[config.mk]
export PLATFORM = sky130hd
export DESIGN_NAME = bypass_network
export DESIGN_NICKNAME = d
export VERILOG_FILES = /design/src/rtl/bypass_network_pkg.sv /design/src/rtl/bypass_port_select.sv /design/src/rtl/bypass_network.sv
export SDC_FILE = /design/constraint.sdc
export NUM_CORES = 1
export LEC_CHECK = 0
export CAP_MARGIN = 25
export CORE_AREA = 3 3 115 117
export CTS_BUF_LIST = sky130_fd_sc_hd__clkbuf_2
export DETAILED_ROUTE_END_ITERATION = 16
export DIE_AREA = 0 0 118 120
export GPL_ROUTABILITY_DRIVEN = 0
export PLACE_DENSITY = 0.87
export SLEW_MARGIN = 20
export SYNTH_ARGS = -nofsm -noshare
export SYNTH_HDL_FRONTEND = slang
export SYNTH_SLANG_ARGS = --single-unit
[constraint.sdc]
create_clock -name clock -period 5.1 [get_ports clock]
set_input_delay 0.51 -clock clock [delete_from_list [all_inputs] [get_ports clock]]
set_output_delay 0.51 -clock clock [all_outputs]
set_load 0.05 [all_outputs]
[src/rtl/bypass_network_pkg.sv]
// Shared definitions for the bypass network.
//   slot_flags_t  : control part of an in-flight slot record. The full record is
//                   {valid, write_enable, address, data_valid, data}. Address and data
//                   widths depend on module parameters, so they live in parallel arrays
//                   next to the flags.
//   ZERO_REGISTER : hard-wired zero register; its value is never forwarded.
package bypass_network_pkg;

  localparam int ZERO_REGISTER = 0;

  typedef struct packed {
    logic valid;         // slot holds a real instruction (not a bubble)
    logic write_enable;  // instruction writes a destination register
    logic data_valid;    // result already captured into the slot
  } slot_flags_t;

endpackage

[src/rtl/bypass_port_select.sv]
// Operand resolve for one decode read port.
// Scans the in-flight slots from youngest (slot 0) to oldest and picks the first
// producer of read_address. Its stored data, or its same-cycle result, is forwarded.
// A producer without data raises hazard and is never skipped in favour of an older slot.
// Ports:
//   slot_flags / slot_address / slot_data : in-flight slot records
//   result_valid / result_data            : per-slot results produced this cycle
//   read_address / regfile_data           : operand address and register-file value
//   read_data                             : resolved operand
//   hazard                                : youngest producer has no data yet
module bypass_port_select
  import bypass_network_pkg::*;
#(
  parameter int DATA_WIDTH = 32,
  parameter int ADDR_WIDTH = 5,
  parameter int STAGES     = 3
) (
  input  logic [STAGES-1:0]                 result_valid,
  input  logic [STAGES*DATA_WIDTH-1:0]      result_data,
  input  slot_flags_t [STAGES-1:0]          slot_flags,
  input  logic [STAGES-1:0][ADDR_WIDTH-1:0] slot_address,
  input  logic [STAGES-1:0][DATA_WIDTH-1:0] slot_data,
  input  logic [ADDR_WIDTH-1:0]             read_address,
  input  logic [DATA_WIDTH-1:0]             regfile_data,
  output logic [DATA_WIDTH-1:0]             read_data,
  output logic                              hazard
);

  logic                  hit;
  logic                  sel_ready;
  logic [DATA_WIDTH-1:0] sel_data;

  // Walk oldest to youngest so the youngest matching slot overwrites the selection.
  always_comb begin
    hit       = 1'b0;
    sel_ready = 1'b0;
    sel_data  = '0;
    for (int k = STAGES - 1; k >= 0; k--) begin
      if (slot_flags[k].valid && slot_flags[k].write_enable &&
          slot_address[k] == read_address) begin
        hit = 1'b1;
        if (slot_flags[k].data_valid) begin
          sel_ready = 1'b1;
          sel_data  = slot_data[k];
        end else if (result_valid[k]) begin
          sel_ready = 1'b1;
          sel_data  = result_data[k*DATA_WIDTH +: DATA_WIDTH];
        end else begin
          sel_ready = 1'b0;
          sel_data  = '0;
        end
      end
    end
    // The zero register always comes from the register file.
    if (read_address == ADDR_WIDTH'(ZERO_REGISTER)) begin
      hit = 1'b0;
    end
  end

  assign hazard    = hit && !sel_ready;
  assign read_data = (hit && sel_ready) ? sel_data : regfile_data;

endmodule

[src/rtl/bypass_network.sv]
// Operand-forwarding and load-use interlock unit.
// Tracks STAGES in-flight writebacks (slot 0 = EX, slot STAGES-1 = WB) in a shift
// pipeline and resolves READ_PORTS decode operands to the newest available value.
// stall is purely combinational and asks decode to hold while slot 0 takes a bubble.
// Ports:
//   clock, reset (async, active-high)
//   issue_write_enable / issue_write_address : decode-stage destination
//   flush                                    : discard the instruction entering slot 0
//   result_valid / result_data               : per-slot results produced this cycle
//   read_address / regfile_data              : decode operand addresses and RF data
//   read_data / stall                        : resolved operands and interlock request
// Optional build macro BYPASS_STALL_COUNT_EN adds stall_count (saturating count of
// stalled cycles, reset to 0).
module bypass_network
  import bypass_network_pkg::*;
#(
  parameter int DATA_WIDTH = 32,
  parameter int ADDR_WIDTH = 5,
  parameter int READ_PORTS = 2,
  parameter int STAGES     = 3
) (
  input  logic                             clock,
  input  logic                             reset,
  input  logic                             issue_write_enable,
  input  logic [ADDR_WIDTH-1:0]            issue_write_address,
  input  logic                             flush,
  input  logic [STAGES-1:0]                result_valid,
  input  logic [STAGES*DATA_WIDTH-1:0]     result_data,
  input  logic [READ_PORTS*ADDR_WIDTH-1:0] read_address,
  input  logic [READ_PORTS*DATA_WIDTH-1:0] regfile_data,
  output logic [READ_PORTS*DATA_WIDTH-1:0] read_data,
  output logic                             stall
`ifdef BYPASS_STALL_COUNT_EN
  ,
  output logic [31:0]                      stall_count
`endif
);

  slot_flags_t [STAGES-1:0]          flags_q, flags_d;
  logic [STAGES-1:0][ADDR_WIDTH-1:0] addr_q, addr_d;
  logic [STAGES-1:0][DATA_WIDTH-1:0] data_q, data_d;
  logic [STAGES-1:0]                 capture;
  logic [READ_PORTS-1:0]             hazard;
  logic                              issue_accept;

  // ---- decode -> slot 0 / slot k-1 -> slot k ----
  assign issue_accept = !stall && !flush;

  // A result is captured only once; later results for the same entry are ignored.
  always_comb begin
    capture = '0;
    for (int k = 0; k < STAGES; k++) begin
      capture[k] = result_valid[k] && flags_q[k].valid &&
                   flags_q[k].write_enable && !flags_q[k].data_valid;
    end
  end

  always_comb begin
    flags_d = flags_q;
    addr_d  = addr_q;
    data_d  = data_q;

    flags_d[0].valid        = issue_accept;
    flags_d[0].write_enable = issue_write_enable;
    flags_d[0].data_valid   = 1'b0;
    addr_d[0]               = issue_write_address;
    data_d[0]               = '0;

    // Slots 1..STAGES-1 always advance; stall only inserts the bubble at slot 0.
    for (int k = 1; k < STAGES; k++) begin
      flags_d[k]            = flags_q[k-1];
      flags_d[k].data_valid = flags_q[k-1].data_valid || capture[k-1];
      addr_d[k]             = addr_q[k-1];
      data_d[k]             = capture[k-1] ?
                              result_data[(k-1)*DATA_WIDTH +: DATA_WIDTH] : data_q[k-1];
    end
  end

  always_ff @(posedge clock or posedge reset) begin
    if (reset) begin
      flags_q <= '0;
    end else begin
      flags_q <= flags_d;
    end
  end

  // Address and data are qualified by the flags, so they need no reset.
  always_ff @(posedge clock) begin
    addr_q <= addr_d;
    data_q <= data_d;
  end

  // ---- operand resolve (combinational) ----
  for (genvar p = 0; p < READ_PORTS; p++) begin : g_port
    bypass_port_select #(
      .DATA_WIDTH (DATA_WIDTH),
      .ADDR_WIDTH (ADDR_WIDTH),
      .STAGES     (STAGES)
    ) u_select (
      .result_valid (result_valid),
      .result_data  (result_data),
      .slot_flags   (flags_q),
      .slot_address (addr_q),
      .slot_data    (data_q),
      .read_address (read_address[p*ADDR_WIDTH +: ADDR_WIDTH]),
      .regfile_data (regfile_data[p*DATA_WIDTH +: DATA_WIDTH]),
      .read_data    (read_data[p*DATA_WIDTH +: DATA_WIDTH]),
      .hazard       (hazard[p])
    );
  end

  assign stall = |hazard;

`ifdef BYPASS_STALL_COUNT_EN
  logic [31:0] stall_count_q, stall_count_d;

  always_comb begin
    stall_count_d = stall_count_q;
    if (stall && stall_count_q != 32'hFFFF_FFFF) begin
      stall_count_d = stall_count_q + 32'd1;
    end
  end

  always_ff @(posedge clock or posedge reset) begin
    if (reset) begin
      stall_count_q <= '0;
    end else begin
      stall_count_q <= stall_count_d;
    end
  end

  assign stall_count = stall_count_q;
`endif

endmodule

======== Yosys cells after proc, flatten, opt, wreduce, memory -nomap -nowiden ========
Cells that the tools add are included.
word-level totals
  bits in registers ....................... 87
  bits of input ports ..................... 182
cells by class
  equal/unequal tests ..................... 6
  multiplexer cells ....................... 33
  reductions and logical operators ........ 28
operator list
  cell                 number
  32-bit 2-to-1 mux    14
  5-bit equality test  6
  1-bit logical AND    19
  1-bit 2-to-1 mux     19
  5-bit logical NOT    2
  1-bit logical NOT    5
  2-bit OR reduction   1
  1-bit logical OR     1

======== Longest topological paths before layout ========
Gate-level depths: netlist of the first run.
  depth in word-level cells ............... 10
  gate-level depth with buffers ........... 9
  gate-level depth less buffers ........... 6

======== Hierarchy ========
From an unflattened synthesis of the first run, not the netlist that was laid out.
unflattened totals
  cell total of the unflattened synthesis .. 704
  area total of the unflattened synthesis .. 6855.3 um2
modules (own cells, without submodules)
  module              cells each  seq. area each (um2)  area an instance (um2)  instances
  bypass_port_select  270         0.0                   2149.6                  2
  bypass_network      164         1781.7                2556.2                  1

======== Worst setup path before layout of the first run ========
OpenSTA, ideal clock, no wires.
  path kind ............................... in2out
  start ................................... input read_address[3]
  end ..................................... output read_data[10]
  cell stages on the path ................. 7
  setup slack ............................. 2.157 ns
  path buffers ............................ 1
  data arrival time ....................... 2.433 ns
  cells stage by stage .................... nor2b_1 > a2111o_1 > nor2_1 > o21ai_1 > a311oi_4 > buf_6 > mux2_1
between the ends
  longest elaborated chain between the ends .. 8
  elaborated cells between the ends (all ways) .. 19
  those cells by class .................... 3 x eq/ne; 11 x mux; 5 x reduce/logical
RTL lines
  element                        RTL line                  text
  start, declared                bypass_network.sv:29      input logic [READ_PORTS*ADDR_WIDTH-1:0] read_address,
  5-bit equality test            bypass_port_select.sv:40  slot_address[k] == read_address) begin
  1-bit logical AND              bypass_port_select.sv:39  if (slot_flags[k].valid && slot_flags[k].write_enable &&
  1-bit 2-to-1 mux (3 in a row)  bypass_port_select.sv:39
  1-bit 2-to-1 mux               bypass_port_select.sv:55  if (read_address == ADDR_WIDTH'(ZERO_REGISTER)) begin
  1-bit logical AND              bypass_port_select.sv:61  assign read_data = (hit && sel_ready) ? sel_data : regfile_data;
  32-bit 2-to-1 mux *            bypass_port_select.sv:61
  end, declared                  bypass_network.sv:31      output logic [READ_PORTS*DATA_WIDTH-1:0] read_data,
Mark *: on every way between the ends. The rest lies on a longest branch, timed or not.

======== Final worst setup path of the first run ========
  start ................................... input read_address[5]
  end ..................................... output read_data[40]
The elaborated chain is that of the path after synthesis.

==> results of run 1 <==
## power groups by stage
stage / clock network [W] / logic (W) / registers [W]
global route: 0.000433 / 0.000549 / 0.000739
global placement: 0 / 0.000506 / 0.000747
CTS: 0.000407 / 0.000515 / 0.000735
floorplan: 0 / 0.000271 / 0.000738
detailed placement: 0 / 0.000512 / 0.000748
finish: 0.000402 / 0.000519 / 0.000735
## cell usage after synthesis (10+ instances only)
| library cell | number |
|---|---|
| a21oi_1 | 96 |
| dfxtp_1 | 79 |
| mux2_2 | 66 |
| nor3_1 | 64 |
| clkbuf_1 | 55 |
| nand2_1 | 37 |
| nor2_1 | 37 |
| a22o_1 | 33 |
| a31oi_1 | 33 |
| a22oi_1 | 32 |
| a311oi_1 | 32 |
| mux2_1 | 30 |
| xnor2_1 | 19 |
| buf_1 | 10 |
## sequential cells by signal, summed over array words and instances, names as in the netlist
signal and flops:
data_q 64, addr_d 10, addr_q 5, flags_d 4, flags_q 4
## cells by family (layout without fill, tap and decap cells)
family / count (synthesis) / after routing / synth area share [%]
muxes: 96 / 96 / 18.5
and+or+nand+nor: 164 / 164 / 13.2
buffers and inverters: 81 / 289 / 5.90
xor gates and xnor gates: 26 / 26 / 3.90
AOI/OAI and AO/OA: 239 / 239 / 27.9
DFF: 87 / 87 / 30.5
## layout make-up
class | instances | area [um^2] | share of cell area (%)
clock inverter | 5 | 72.6 | 0.869
tap | 172 | 215 | 2.58
clock buffer | 11 | 55.1 | 0.659
inverter | 5 | 18.8 | 0.225
multi-input combinational | 525 | 3750 | 44.9
timing repair buffer | 268 | 2460 | 29.4
sequential | 87 | 1780 | 21.3
## worst max-delay path, delay by kind of cell
kind            cells  cell delay [ns]
buf+inv             3             1.22
simple gates        2             0.87
compound gates      2             0.70
mux                 1             0.40
xor+xnor            1             0.15
## final timing paths
path                                              from            end  slack (ns)  cells after the start
max in group asynchronous                        reset     flags_q[3]        4.74                      2
worst min register to register              flags_d[8]     flags_q[8]        0.41                      0
worst max register to register               addr_d[7]     flags_d[5]        2.70                      6
min in group clock              issue_write_address[2]      addr_d[7]        0.30                      1
worst min-delay path                             reset     flags_q[8]        0.16                      2
worst max-delay path                   read_address[5]  read_data[40]        0.74                      9
## per-layer routing
metal  up-vias  wire (um)  track usage (%)
met5         -          0                0
met4         0        661             12.4
met3        76       2370             8.48
met2       485      10500             50.9
met1      3066       8430             36.7
li1       3040          -                -
## through the flow
step / setup slack (ns) / power [W]
after global placement: 0.890 / 0.00125
after detailed placement: 0.789 / 0.00126
after global routing: 0.585 / 0.00172
final: 0.741 / 0.00166
after CTS: 0.771 / 0.00166
after floorplan: 2.16 / 0.00101
==> metrics.yaml, run 1 <==
global_routing:
  track_usage_pct: 30.3
  antenna_found_initial: 0
  grt_pass1_wl_mm: 34.5
  grt_pass1_vias: 6703
  overflow: 0
  grt_max_degree: 39
cts:
  ctsHoldBuffers: 0
  ctsResizeCount: 0
  post_cts_buffers: 0
  clk_latency_ns: 0.60
  tritoncts: "yes"
  cts_sinks: 87
  clk_pin_slew_ns: 0.19
  htree_levels: 3
  cts-buffers-inserted: 9
  ctsLongestPathBuffers: 2
  cts-root-buf: "clkbuf_2"
route:
  viasPerCell: 6.21
  vias: 6667
  wire_per_inst_um: 20.5
  drc: 0
  drtIter0Drc: 800
  first_pass_iters: 5
  postRouteAntennaNets: 0
  drt-total-wl_mm: 22.0
sta:
  skew_ns: 0.0457
  slew_violations: 0
  tightest_slew_ns: 0.945
  tns_ns: 0
  whs_ns: 0.159
  min_period_ns: 4.36
  rsz0062_at_grt: "false"
  finalHoldViolations: 0
  clock.fmax_ghz: 0.229
  finalCritPeriodShare_pct: 85.5
  setup_viol: 0
  relSlewSlack_pct: 36.9
run_status:
  status: "complete, no violations"
logic_synthesis:
  synthesis.nets: 875
  ys_ff_latch: 87
  synth_area_per_cell_um2: 8.42
  synth_cell_types: 49
  synth_top_area_cell: "dfxtp_1"
  synthTopCellsByArea: "dfxtp_1 (27%), mux2_2 (13%), a21oi_1 (8.2%), mux2_1 (5.8%), nor3_1 (5.5%)"
  synthCells: 693
  yosys_warnings: 0
  synth_area_um2: 5830
  synth_top_area_share_pct: 27.1
  synth_flop_cell: "dfxtp_1"
  seq_area_frac_synth_pct: 30.5
  synth_enable_flop_cells: 0
  async_flop_share_pct: 9.20
min_path:
  min_path_type: "input pin to async pin"
die:
  rows: 41
  die_w_um: 118
  start_util_pct: 46.8
  io_pins: 247
  core_um2: 12500
  chipHeight_um: 120
  die-area_um2: 14200
critical_path:
  cp_cell_sequence: "clkdlybuf4s50_1 > xnor2_1 > nand4_1 > or3_2 > a31oi_1 > o221a_2 > buf_4 > mux2_2 > buf_4"
  cp-end-kind: "output pin"
  max_stage_delay_ns: 0.76
  cp_max_fo: 33
  crit_arrival_ns: 3.85
  worstSetupPathType: "input pin to output pin"
  critical_path.most_common_cell: "buf_4"
  startpoint_type: "input pin"
  required_ns: 4.59
  slowest_stage: "or3_2"
pwr:
  power.share.sequential_pct: 44.4
  p_leak_nw: 3.19
  swShare_pct: 32.6
  p_comb_share_pct: 31.4
  ir_drop_uv: 146
  power.density_nw_per_um2: 198
  internal_power_w: 0.00112
  clkPwrFrac_pct: 24.3
  p_sw_w: 0.000539
layout:
  n_fill_cell: 1068
  final_cell_mix: "clkdlybuf4s50_1 (180), a21oi_1 (96), buf_4 (87)"
  final_cells: 1073
  final_util_pct: 67.0
  n_antenna_cell: 0
  layout-drive-gt1-share_pct: 20.0
  finish.instance_area_um2: 8350
  nets: 1078
  final_common_cell: "clkdlybuf4s50_1"
  syn2layout_area_growth_pct: 43.2
placement:
  dp_hpwl_mm: 14.8
  placedCellCount: 1057
  place_area_um2: 8230
  port_buffers: 246
flow_run:
  max_cap_violations: 0
No activity file was read; power rests on OpenSTA's default activity.
==> inputs of run 2 (changes only) <==
- SKIP_LAST_GASP: not set -> 1
==> results of run 2 <==
No change in the layout: final DEF, timing and power equal those of run 1.
==> inputs of run 3 (changes only) <==
--- a/config.mk
+++ b/config.mk
@@ -13,2 +13,3 @@
 export GPL_ROUTABILITY_DRIVEN = 0
+export MAX_ROUTING_LAYER = met4
 export PLACE_DENSITY = 0.87
--- a/constraint.sdc
+++ b/constraint.sdc
@@ -3,2 +3,2 @@
 set_output_delay 0.51 -clock clock [all_outputs]
-set_load 0.05 [all_outputs]
+set_load 0.005 [all_outputs]
==> metrics.yaml, run 3 (synthesis results as in run 1) <==
cts:
  cts-root-buf: "clkbuf_2"
  ctsResizeCount: 0
  ctsHoldBuffers: 0
  clk_pin_slew_ns: 0.24
  clk_latency_ns: 0.56
  ctsLongestPathBuffers: 2
  htree_levels: 3
  tritoncts: "yes"
  cts_sinks: 87
  post_cts_buffers: 0
  cts-buffers-inserted: 9
layout:
  multi_input_area_um2: 3750
  n_antenna_cell: 0
  largest_reg_flops: 64
  final_cell_mix: "clkdlybuf4s50_1 (245), a21oi_1 (96), dfxtp_1 (79)"
  final_util_pct: 68.5
  nets: 1079
  largest-register: "data_q"
  seq_area_um2: 1780
  layout-drive-gt1-share_pct: 13.0
  n_fill_cell: 1018
  final_common_cell: "clkdlybuf4s50_1"
  syn2layout_area_growth_pct: 46.3
flow_run:
  max_cap_violations: 0
critical_path:
  worstSetupPathType: "input pin to output pin"
  startpoint_type: "input pin"
  required_ns: 4.59
  max_stage_delay_ns: 0.68
  slowest_stage: "a311oi_4"
  cp_max_fo: 20
  cp_cell_sequence: "clkdlybuf4s50_1 > xnor2_1 > o2111ai_4 > nor2_1 > o21ai_1 > a311oi_4 > buf_4 > mux2_1 > clkdlybuf4s50_1"
  cp-end-kind: "output pin"
  crit_arrival_ns: 4.04
  critical_path.most_common_cell: "clkdlybuf4s50_1"
run_status:
  status: "complete, no violations"
sta:
  whs_ns: 0.154
  clock.fmax_ghz: 0.220
  tns_ns: 0
  skew_ns: 0.0403
  setup_viol: 0
  rsz0062_at_grt: "false"
  slew_violations: 0
  tightest_slew_ns: 1.01
  finalCritPeriodShare_pct: 89.2
  relSlewSlack_pct: 32.5
  min_period_ns: 4.55
  finalHoldViolations: 0
route:
  wire_per_inst_um: 20.7
  viasPerCell: 6.32
  drt-total-wl_mm: 22.2
  vias: 6792
  drtIter0Drc: 753
  postRouteAntennaNets: 0
  drc: 0
  first_pass_iters: 6
placement:
  port_buffers: 246
  dp_hpwl_mm: 15.2
die:
  rows: 41
  chipHeight_um: 120
  io_pins: 247
  die-area_um2: 14200
  start_util_pct: 46.8
  die_w_um: 118
  core_um2: 12500
pwr:
  ir_drop_uv: 99.0
  p_leak_nw: 3.14
  power.density_nw_per_um2: 184
  totalPowerFinal_w: 0.00157
global_routing:
  grt_pass1_vias: 6729
  track_usage_pct: 31.5
  antenna_found_initial: 0
  grt_pass1_wl_mm: 35.0
  overflow: 0
  grt_max_degree: 65
min_path:
  min_path_type: "input pin to async pin"
-- run 3: layout make-up --
class                   count  share of cell area [%]
clock inverters             5                   0.865
multi-input cells         525                    43.9
inverters                   5                   0.220
repair buffers            269                    31.0
clock buffers              11                   0.645
flip-flops and latches     87                    20.9
well taps                 172                    2.52
-- run 3: stage by stage --
step	area (um^2)	worst slack, ns	std cells
global placement	8410	0.595	1058
finish	8540	0.550	1074
global route	8540	0.217	1074
CTS	8540	0.502	1074
detailed placement	8410	0.557	1058
floorplan	5830	2.35	693
-- run 3: critical path: cells and delay by family --
family / cells / cell delay [ns]
AO/OA/AOI/OAI: 3 / 1.25
XOR/XNOR: 1 / 0.30
buffers and inverters: 3 / 1.34
multiplexers: 1 / 0.37
AND/OR/NAND/NOR: 1 / 0.26
-- run 3: routing by layer --
metal | routed length (um) | track usage (%)
met1 | 8720 | 38.9
met2 | 10500 | 50.2
met3 | 2330 | 7.68
met4 | 606 | 11.6
met5 | 0 | -
-- run 3: path summary, 6_finish.rpt --
kind | start | end | slack [ns] | cells past startpoint
max in group asynchronous | reset | flags_q[8] | 4.70 | 2
min reg2reg | addr_d[14] | addr_q[14] | 0.42 | 0
max | read_address[0] | read_data[22] | 0.55 | 9
min in group clock | issue_write_address[2] | addr_d[7] | 0.35 | 1
min | reset | flags_d[4] | 0.15 | 2
max reg2reg | flags_q[3] | data_q[91] | 2.59 | 4
-- run 3: report_power, final --
part	total [W]	switching, W	internal (W)	leakage [nW]
clock network	0.000401	0.000238	0.000163	0.0833
logic	0.000434	0.000183	0.000251	2.31
registers	0.000734	0.0000207	0.000714	0.746
total	0.00157	0.000442	0.00113	3.14
==> RTL change (flow settings as in run 3) <==
Add a define of `BYPASS_STALL_COUNT_EN`.
--- a/src/rtl/bypass_network.sv
+++ b/src/rtl/bypass_network.sv
@@ -11,6 +11,8 @@
 //   read_data / stall                        : resolved operands and interlock request
 // Optional build macro BYPASS_STALL_COUNT_EN adds stall_count (saturating count of
 // stalled cycles, reset to 0).
+`define BYPASS_STALL_COUNT_EN
+
 module bypass_network
   import bypass_network_pkg::*;
 #(
Behaviour (old outputs only; new: stall_count): unchanged (Yosys induction, for registers that start in step).
==> RTL change against run 3 <==
- clock power grew 56%
- routed wire length grew 12%
- clock skew shrank 0.00077 ns
- total power grew 34%
- synthesized area grew 18%
- setup slack gained 0.27 ns
- sequential cell count grew 32
- count of clock-buffer cells in the layout grew 7
- design area grew 18%
- non-clock buffer count grew 29
- final cell count grew 18%
- critical path depth shrank 1
- register-to-register slack lost 0.56 ns
==> RTL change: results (changes against run 3) <==
| Metric | Value |
|---|---|
| Pre-Repair DR Iteration Count | `5 (-1)` |
| CP max stage cell | `or3_2` |
| Nets | `1261 (+17%)` |
| Avg WL per Cell | `19.7 um (-4.8%)` |
| Syn nets | `1012 (+16%)` |
| Largest net degree at the start of global routing | `68 (+4.6%)` |
| Most area-consuming cells after synthesis | `dfxtp_1 (23%), dfrtp_1 (15%), mux2_2 (9.8%)` |
| CTS H-Tree Depth | `4 (+1)` |
| PortBufs | `278 (+13%)` |
| Proportion of synthesized area in mux cells | `0.106 (-0.0791)` |
| 1st-iter DRT viols | `860 (+14%)` |
| Met2 GRT Util | `0.570 (+0.0683)` |
| CP Max Fanout | `30 (+50%)` |
| Outcome | `completed` |
| First-pass GRT wire length | `38800 um (+11%)` |
| Max incr delay on CP | `0.75 ns (+0.07 ns)` |
| Area share of xor/xnor cells in the synthesized design | `0.0786 (+0.0395)` |
| Grt met3 use | `0.0773 (+0.000471)` |
| Worst skew pair latency | `0.68 ns (+0.12 ns)` |
| Maximum VDD drop | `0.000250 V (+150%)` |
| Initial antenna violation count | `3 (+3)` |
| Reg2reg path depth | `7 (+3)` |
| Critical path arrival | `3.77 ns (-0.27 ns)` |
| DPL Wire Length | `17900 um (+17%)` |
| M1 GR Usage | `0.441 (+0.0513)` |
==> RTL change: through the flow <==
stage / std cells / setup WS (ns) / utilization / power, W
after floorplan: 829 / 2.35 / - / 0.00121
after global placement: 1231 / 0.895 / 0.787 / 0.00148
after detailed placement: 1231 / 0.814 / 0.787 / 0.00149
after CTS: 1263 / 0.784 / 0.806 / 0.00210
after global routing: 1266 / 0.574 / 0.807 / 0.00219
final: 1266 / 0.817 / 0.807 / 0.00210
==> RTL change: logic make-up after synthesis <==
family / after synthesis
XOR/XNOR: 61
buffers and inverters: 73
adder cells (fa/ha/maj): 1
AND/OR/NAND/NOR: 276
flip-flops: 119
AO/OA/AOI/OAI: 234
multiplexers: 65
==> RTL change: worst paths after layout <==
kind	startpoint	end	slack, ns
worst max register to register	stall_count[10]$_DFFE_PP0P_	stall_count[15]$_DFFE_PP0P_	2.03
max in group asynchronous	reset	stall_count[21]$_DFFE_PP0P_	4.50
worst max-delay path	addr_d[9]$_DFF_P_	read_data[8]	0.82
worst min-delay path	reset	stall_count[30]$_DFFE_PP0P_	0.23
worst min register to register	addr_d[8]$_DFF_P_	addr_d[13]$_DFF_P_	0.41
min in group clock	issue_write_address[2]	addr_d[7]$_DFF_P_	0.26
==> RTL change: worst max-delay path, delay by kind of cell, from the launching register on <==
kind / cells / cell delay (ns)
AO/OA/AOI/OAI: 1 / 0.32
XOR/XNOR: 1 / 0.14
buffers and inverters: 2 / 0.75
flip-flops: 1 / 0.44
multiplexers: 1 / 0.37
AND/OR/NAND/NOR: 3 / 1.07
==> RTL change: routing by layer <==
layer  wire length [um]  share of wire
met2              12200           0.49
met3               2460          0.099
met5                  0              0
met1               9690           0.39
met4                503          0.020
==> RTL change: where the power goes <==
group | internal, W | leakage [nW] | switching (W) | total [W]
registers | 0.000981 | 1.18 | 0.0000363 | 0.00102
logic | 0.000277 | 2.51 | 0.000183 | 0.000460
clock network | 0.000230 | 0.137 | 0.000394 | 0.000625
==> RTL change: cell type report <==
class	count	area, um2	share of cell area
flip-flops and latches	119	2580	0.257
clock inverters	14	153	0.0152
clock buffers	18	90.1	0.00896
multi-input cells	637	4030	0.401
repair buffers	298	2960	0.294
inverters	5	18.8	0.00187
well taps	172	215	0.0214
diodes	3	7.51	0.000747
